**src/rtl/lsu_pkg.sv**
```systemverilog
// Shared types and helpers for the load/store unit: access sizes, FSM states
// and the alignment rule used to flag misaligned accesses.
package lsu_pkg;

    typedef enum logic [1:0] {
        BYTE = 2'd0,
        HALF = 2'd1,
        WORD = 2'd2
    } size_e;

    typedef enum logic {
        IDLE  = 1'b0,
        MERGE = 1'b1
    } state_e;

    function automatic logic is_misaligned(size_e size, logic [1:0] off);
        case (size)
            HALF:    return off[0];
            WORD:    return off != 2'b00;
            default: return 1'b0;
        endcase
    endfunction

endpackage

```
**src/rtl/lsu_byte_lane.sv**
```systemverilog
// Combinational lane logic: extracts/extends a sub-word from a memory word and
// merges a right-justified sub-word into an old word (little-endian lanes).
module lsu_byte_lane
    import lsu_pkg::*;
(
    input  logic [31:0] word,
    input  logic [1:0]  off,
    input  size_e       size,
    input  logic        sgn,
    input  logic [31:0] new_data,
    output logic [31:0] ext,
    output logic [31:0] merged
);

    logic [7:0]  byte_v;
    logic [15:0] half_v;
    logic [31:0] mask;
    logic [31:0] repl;

    always_comb begin
        byte_v = word[{off, 3'b000} +: 8];
        half_v = word[{off[1], 4'b0000} +: 16];
        case (size)
            BYTE:    ext = {{24{sgn & byte_v[7]}}, byte_v};
            HALF:    ext = {{16{sgn & half_v[15]}}, half_v};
            default: ext = word;
        endcase
    end

    // Replicate the new data across all lanes, then keep only the target lanes.
    always_comb begin
        case (size)
            BYTE: begin
                mask = 32'h0000_00FF << {off, 3'b000};
                repl = {4{new_data[7:0]}};
            end
            HALF: begin
                mask = 32'h0000_FFFF << {off[1], 4'b0000};
                repl = {2{new_data[15:0]}};
            end
            default: begin
                mask = '1;
                repl = new_data;
            end
        endcase
        merged = (word & ~mask) | (repl & mask);
    end

endmodule

```
**src/rtl/load_store_unit.sv**
```systemverilog
// MEM-stage load/store unit with 2-cycle read-modify-write for sub-word stores.
// Optional feature macro: LSU_BOUNDS_CHECK_EN (range-check word index against NUM_WORDS).
module load_store_unit
    import lsu_pkg::*;
#(
    parameter int NUM_WORDS = 256,
    parameter int DW        = 32
) (
    input  logic          clk,
    input  logic          rst,
    input  logic          req_valid,
    output logic          req_ready,
    input  logic          req_we,
    input  logic [1:0]    req_size,
    input  logic          req_signed,
    input  logic [31:0]   req_addr,
    input  logic [DW-1:0] req_wdata,
    output logic          ld_valid,
    output logic [DW-1:0] ld_data,
    output logic          exc_valid,
    output logic [31:0]   exc_addr,
    output logic [31:0]   DMA,
    output logic          DMWE,
    output logic          DMRD,
    output logic [DW-1:0] DMWD,
    input  logic [DW-1:0] DMOut
);

`ifdef LSU_BOUNDS_CHECK_EN
    localparam logic BOUNDS_EN = 1'b1;
`else
    localparam logic BOUNDS_EN = 1'b0;
`endif
    localparam logic [29:0] WORD_LIMIT = 30'(NUM_WORDS);

    state_e      state_q, state_d;
    logic [31:0] old_q, old_d;
    logic [31:0] addr_q, addr_d;
    size_e       size_q, size_d;
    logic [31:0] wdata_q, wdata_d;
    logic        ld_valid_q, ld_valid_d;
    logic [31:0] ld_data_q, ld_data_d;
    logic        exc_valid_q, exc_valid_d;
    logic [31:0] exc_addr_q, exc_addr_d;

    size_e       req_sz;
    logic        fault;
    logic        dm_we, dm_rd;
    logic [31:0] lane_word, lane_ext, lane_merged;
    logic [1:0]  lane_off;
    size_e       lane_size;

    always_comb begin
        req_sz = (req_size == 2'd3) ? WORD : size_e'(req_size);
        fault  = is_misaligned(req_sz, req_addr[1:0])
               | (BOUNDS_EN & (req_addr[31:2] >= WORD_LIMIT));
    end

    // One lane instance serves both phases: extraction in IDLE, merge in MERGE.
    always_comb begin
        lane_word = (state_q == MERGE) ? old_q        : DMOut;
        lane_off  = (state_q == MERGE) ? addr_q[1:0]  : req_addr[1:0];
        lane_size = (state_q == MERGE) ? size_q       : req_sz;
    end

    lsu_byte_lane u_lane (
        .word     (lane_word),
        .off      (lane_off),
        .size     (lane_size),
        .sgn      (req_signed),
        .new_data (wdata_q),
        .ext      (lane_ext),
        .merged   (lane_merged)
    );

    always_comb begin
        state_d     = state_q;
        old_d       = old_q;
        addr_d      = addr_q;
        size_d      = size_q;
        wdata_d     = wdata_q;
        ld_valid_d  = 1'b0;
        ld_data_d   = ld_data_q;
        exc_valid_d = 1'b0;
        exc_addr_d  = exc_addr_q;
        dm_we       = 1'b0;
        dm_rd       = 1'b0;
        DMA         = {2'b00, req_addr[31:2]};
        DMWD        = req_wdata;
        req_ready   = (state_q == IDLE);

        case (state_q)
            IDLE: begin
                if (req_valid) begin
                    if (fault) begin
                        exc_valid_d = 1'b1;
                        exc_addr_d  = req_addr;
                    end else if (!req_we) begin
                        dm_rd      = 1'b1;
                        ld_valid_d = 1'b1;
                        ld_data_d  = lane_ext;
                    end else if (req_sz == WORD) begin
                        dm_we = 1'b1;
                    end else begin
                        dm_rd   = 1'b1;
                        old_d   = DMOut;
                        addr_d  = req_addr;
                        size_d  = req_sz;
                        wdata_d = req_wdata;
                        state_d = MERGE;
                    end
                end
            end
            MERGE: begin
                dm_we   = 1'b1;
                DMA     = {2'b00, addr_q[31:2]};
                DMWD    = lane_merged;
                state_d = IDLE;
            end
            default: state_d = IDLE;
        endcase
    end

    assign DMWE      = dm_we & ~rst;
    assign DMRD      = dm_rd & ~rst;
    assign ld_valid  = ld_valid_q;
    assign ld_data   = ld_data_q;
    assign exc_valid = exc_valid_q;
    assign exc_addr  = exc_addr_q;

    always_ff @(posedge clk or posedge rst) begin
        if (rst) begin
            state_q     <= IDLE;
            old_q       <= '0;
            addr_q      <= '0;
            size_q      <= BYTE;
            wdata_q     <= '0;
            ld_valid_q  <= 1'b0;
            ld_data_q   <= '0;
            exc_valid_q <= 1'b0;
            exc_addr_q  <= '0;
        end else begin
            state_q     <= state_d;
            old_q       <= old_d;
            addr_q      <= addr_d;
            size_q      <= size_d;
            wdata_q     <= wdata_d;
            ld_valid_q  <= ld_valid_d;
            ld_data_q   <= ld_data_d;
            exc_valid_q <= exc_valid_d;
            exc_addr_q  <= exc_addr_d;
        end
    end

endmodule

```
**config.mk**
```make
export PLATFORM = sky130hd
export DESIGN_NAME = load_store_unit
export DESIGN_NICKNAME = d
export VERILOG_FILES = /design/src/rtl/lsu_pkg.sv /design/src/rtl/lsu_byte_lane.sv /design/src/rtl/load_store_unit.sv
export SDC_FILE = /design/constraint.sdc
export NUM_CORES = 1
export LEC_CHECK = 0
export BUFFER_PORTS_ARGS = -buffer_cell sky130_fd_sc_hd__buf_2
export CAP_MARGIN = 15
export CORE_ASPECT_RATIO = 1.75
export CORE_MARGIN = 4
export CORE_UTILIZATION = 35
export CTS_BUF_LIST = sky130_fd_sc_hd__clkbuf_16
export CTS_CLUSTER_SIZE = 10
export DETAILED_ROUTE_END_ITERATION = 8
export PLACE_DENSITY = 0.55
export SYNTH_ARGS = -nofsm -noshare
export SYNTH_HDL_FRONTEND = slang
export SYNTH_SLANG_ARGS = --single-unit
```
**constraint.sdc**
```tcl
create_clock -name clk -period 7.7 [get_ports clk]
set_clock_uncertainty 0.2 [all_clocks]
set_input_delay 1.155 -clock clk [delete_from_list [all_inputs] [get_ports clk]]
set_output_delay 1.155 -clock clk [all_outputs]
set_load 0.02 [all_outputs]
```
==> results.py <==
metrics = {
    "yosys": {
        "yosys.area_share.simple_pct": 7.80,
        "ys_async_sr_fraction_pct": 100,
        "synth-edff-count": 0,
        "synth_adder_area_share_pct": 0,
        "ys_types": 53,
        "synthMuxAreaShare_pct": 30.3,
        "synth_area_leaders": "dfrtp_1 (47%), mux2_2 (23%), mux2i_1 (5.8%)",
        "synth_xor_area_share_pct": 0,
        "ys_seq_area_share_pct": 47.2,
        "avgSynthCellArea_um2": 11.4,
        "synthCells": 770,
        "synthFlopType": "dfrtp_1",
        "ys_ff_latch": 165,
        "syn_area_mm2": 0.00874,
        "yosys_warnings": 0,
        "synth_compound_area_share_pct": 11.1,
        "synth_largest_area_cell": "dfrtp_1",
        "synth_top_family_by_area": "multiplexers",
        "netlist.area_leader.share_pct": 47.2,
    },
    "global_route": {
        "grt_pass1_wl_mm": 41.6,
        "grt_overflow_total": 0,
        "grt_max_degree": 87,
        "track_usage_pct": 19.9,
        "grt_pass1_vias": 6974,
        "grt_antenna_before_repair": 4,
    },
    "sta": {
        "finalCriticalPeriod_ns": 4.85,
        "fin_tns_setup_ns": 0,
        "worstMarginPinSlew_ns": 0.999,
        "setup_violations": 0,
        "timing.fmax_mhz": 206,
        "slew_headroom_pct": 33.4,
        "rsz0062_at_grt": "no",
        "fin_crit_sh_pct": 63.0,
        "finalHoldViolCount": 0,
        "finalMaxSlewViolations": 0,
    },
    "floorplanning": {
        "row_count": 76,
        "initial_core_util_pct": 35.5,
        "io_pins": 236,
        "dieWidth_um": 127,
        "coreArea_mm2": 0.0246,
        "die_h_um": 217,
        "fp.dieArea_mm2": 0.0277,
    },
    "worst_setup_path": {
        "slowest_stage": "dfrtp_4",
        "worstPathCellList": "or3b_4, and2_1, o22ai_4, mux2i_1, o21ai_1, buf_2",
        "worst_ep_required_time_ns": 6.34,
        "crit_path_start_kind": "flop",
        "path_max_fanout": 51,
        "cpPeakStageDelay_ns": 0.91,
        "end_kind": "output pin",
        "cp.arrival_ns": 3.50,
        "critical_path_class": "reg -> out",
        "rrSetupSlack_ns": 4.35,
    },
    "cells_and_area": {
        "drive_gt1_share_pct": 47.5,
        "nets": 1079,
        "n_fill_cell": 2429,
        "area_growth_pct": 22.5,
        "utilization_pct": 43.5,
    },
    "power_and_ir_drop": {
        "ir_worst_vdd_mv": 0.165,
        "p_leak_nw": 4.82,
        "powerDensity_mw_per_mm2": 259,
    },
    "clock_network": {
        "clk_latency_ns": 0.44,
        "ctsResizeCount": 0,
        "cts.path.max_buffers": 2,
        "clk_pin_slew_ns": 0.07,
        "ctsHoldBuffers": 0,
        "post_cts_buffers": 0,
        "clock-sinks": 165,
        "cts_tree": "built",
        "cts-root-buf": "clkbuf_16",
        "h-tree-depth": 4,
        "cts_buffers": 17,
    },
    "job": {
        "max_cap_violations": 0,
    },
    "placed_design": {
        "hpwl_mm": 19.9,
        "gp_congestion": 0.824,
        "io_buffers": 233,
    },
    "detailed_routing": {
        "drc": 0,
        "ant_nets": 0,
        "drt-initial-drc-count": 358,
        "wl_mm": 27.3,
        "routedWlPerCell_um": 21.0,
        "viasPerCell": 5.16,
        "firstDrtPassIters": 7,
        "vias": 6719,
    },
    "status": {
        "status": "complete, no violations",
    },
    "hold_path": {
        "hold_path.class": "reg -> reg",
    },
}
## per-stage QoR
| step | total power, mW | area (um^2) | setup slack (ns) | cells | hold slack, ns |
|---|---|---|---|---|---|
| after floorplan | 1.66 | 8740 | 1.88 | 771 | 0.274 |
| after global placement | 1.91 | 10100 | 2.92 | 1269 | 0.267 |
| after detailed placement | 1.93 | 10100 | 2.88 | 1269 | 0.276 |
| after CTS | 2.81 | 10700 | 2.77 | 1301 | 0.290 |
| after global routing | 2.92 | 10700 | 2.67 | 1303 | 0.317 |
| final | 2.77 | 10700 | 2.85 | 1303 | 0.289 |
## metal layers
metal	share of wire [%]	global-route usage [%]
met1	39	23.1
met2	52	34.0
met3	5.3	4.86
met4	3.7	9.45
met5	0.084	0
## state kept, by name, summed over array words and instances, names as in the netlist
register and cells:
addr_q 32, exc_addr 32, ld_data 32, old_q 32, wdata_q 32, size_q 2, exc_valid 1, ld_valid 1
state_q 1
## where the power goes
part	leakage (nW)	internal, mW	total (mW)	switching [mW]
combinational	2.59	0.315	0.715	0.400
sequential	1.95	1.05	1.19	0.135
clock	0.284	0.505	0.873	0.368
total	4.82	1.87	2.77	0.903
## critical path: cells and delay by family, from the launching register on
family / cells / cell delay [ns]
AND/OR/NAND/NOR: 2 / 0.90
flip-flops: 1 / 0.91
buffers and inverters: 1 / 0.17
AO/OA/AOI/OAI: 2 / 0.65
multiplexers: 1 / 0.39
## cell usage in the layout, fill, tap and decap left out, types with 9 or more instances in the layout
cell,n
nand2_1,83
buf_4,9
mux2_2,179
buf_2,233
a22o_1,10
o21ai_0,17
nor2_1,55
clkbuf_16,17
a21oi_1,40
a31oi_1,20
dfrtp_1,164
o211ai_1,9
mux2i_1,50
## cell usage after synthesis (2+ instances only)
cell type / n
inv_1: 3
buf_2: 23
and2_1: 2
o21ai_1: 8
or3_1: 2
nor2b_1: 2
o211ai_1: 9
a21oi_1: 40
nor2_1: 55
a222oi_1: 8
o21ai_0: 17
dfrtp_1: 165
buf_4: 4
mux2_2: 179
mux2_1: 7
o31ai_1: 2
buf_6: 4
a2111oi_0: 2
nand4_1: 3
nand3_1: 2
a21o_1: 2
mux2i_1: 51
a211oi_1: 2
o21ai_2: 2
nand2_1: 83
o22a_1: 7
nor3_2: 2
buf_1: 3
o21a_1: 8
a22o_1: 10
a31oi_1: 20
clkbuf_1: 22
## worst paths after layout
check,startpoint,endpoint,depth (start not counted)
worst max-delay path,state_q$_DFF_PP0_,DMWD[10],6
worst min-delay path,ld_data[7]$_DFFE_PP0P_,ld_data[7]$_DFFE_PP0P_,2
worst max register to register,state_q$_DFF_PP0_,addr_q[26]$_DFFE_PP0P_,5
worst min register to register,ld_data[7]$_DFFE_PP0P_,ld_data[7]$_DFFE_PP0P_,2
max in group asynchronous,rst,state_q$_DFF_PP0_,3
min in group asynchronous,rst,exc_addr[0]$_DFFE_PP0P_,2
## layout make-up
cell class / count / area, um^2 / share of cell area [%]
multi-input cells: 545 / 4330 / 40.4
flip-flops and latches: 165 / 4130 / 38.6
repair buffers: 242 / 1230 / 11.5
clock buffers: 17 / 425 / 3.97
well taps: 312 / 390 / 3.65
clock inverters: 15 / 163 / 1.52
inverters: 5 / 23.8 / 0.222
diodes: 2 / 5.00 / 0.0468
## cells by family (layout without fill, tap and decap cells)
group           count (synthesis)  after routing
other cells                     1              4
compound gates                144            144
simple gates                  160            160
mux                           239            239
buf+inv                        61            279
flops                         165            165
No activity file was read; power rests on OpenSTA's default activity.
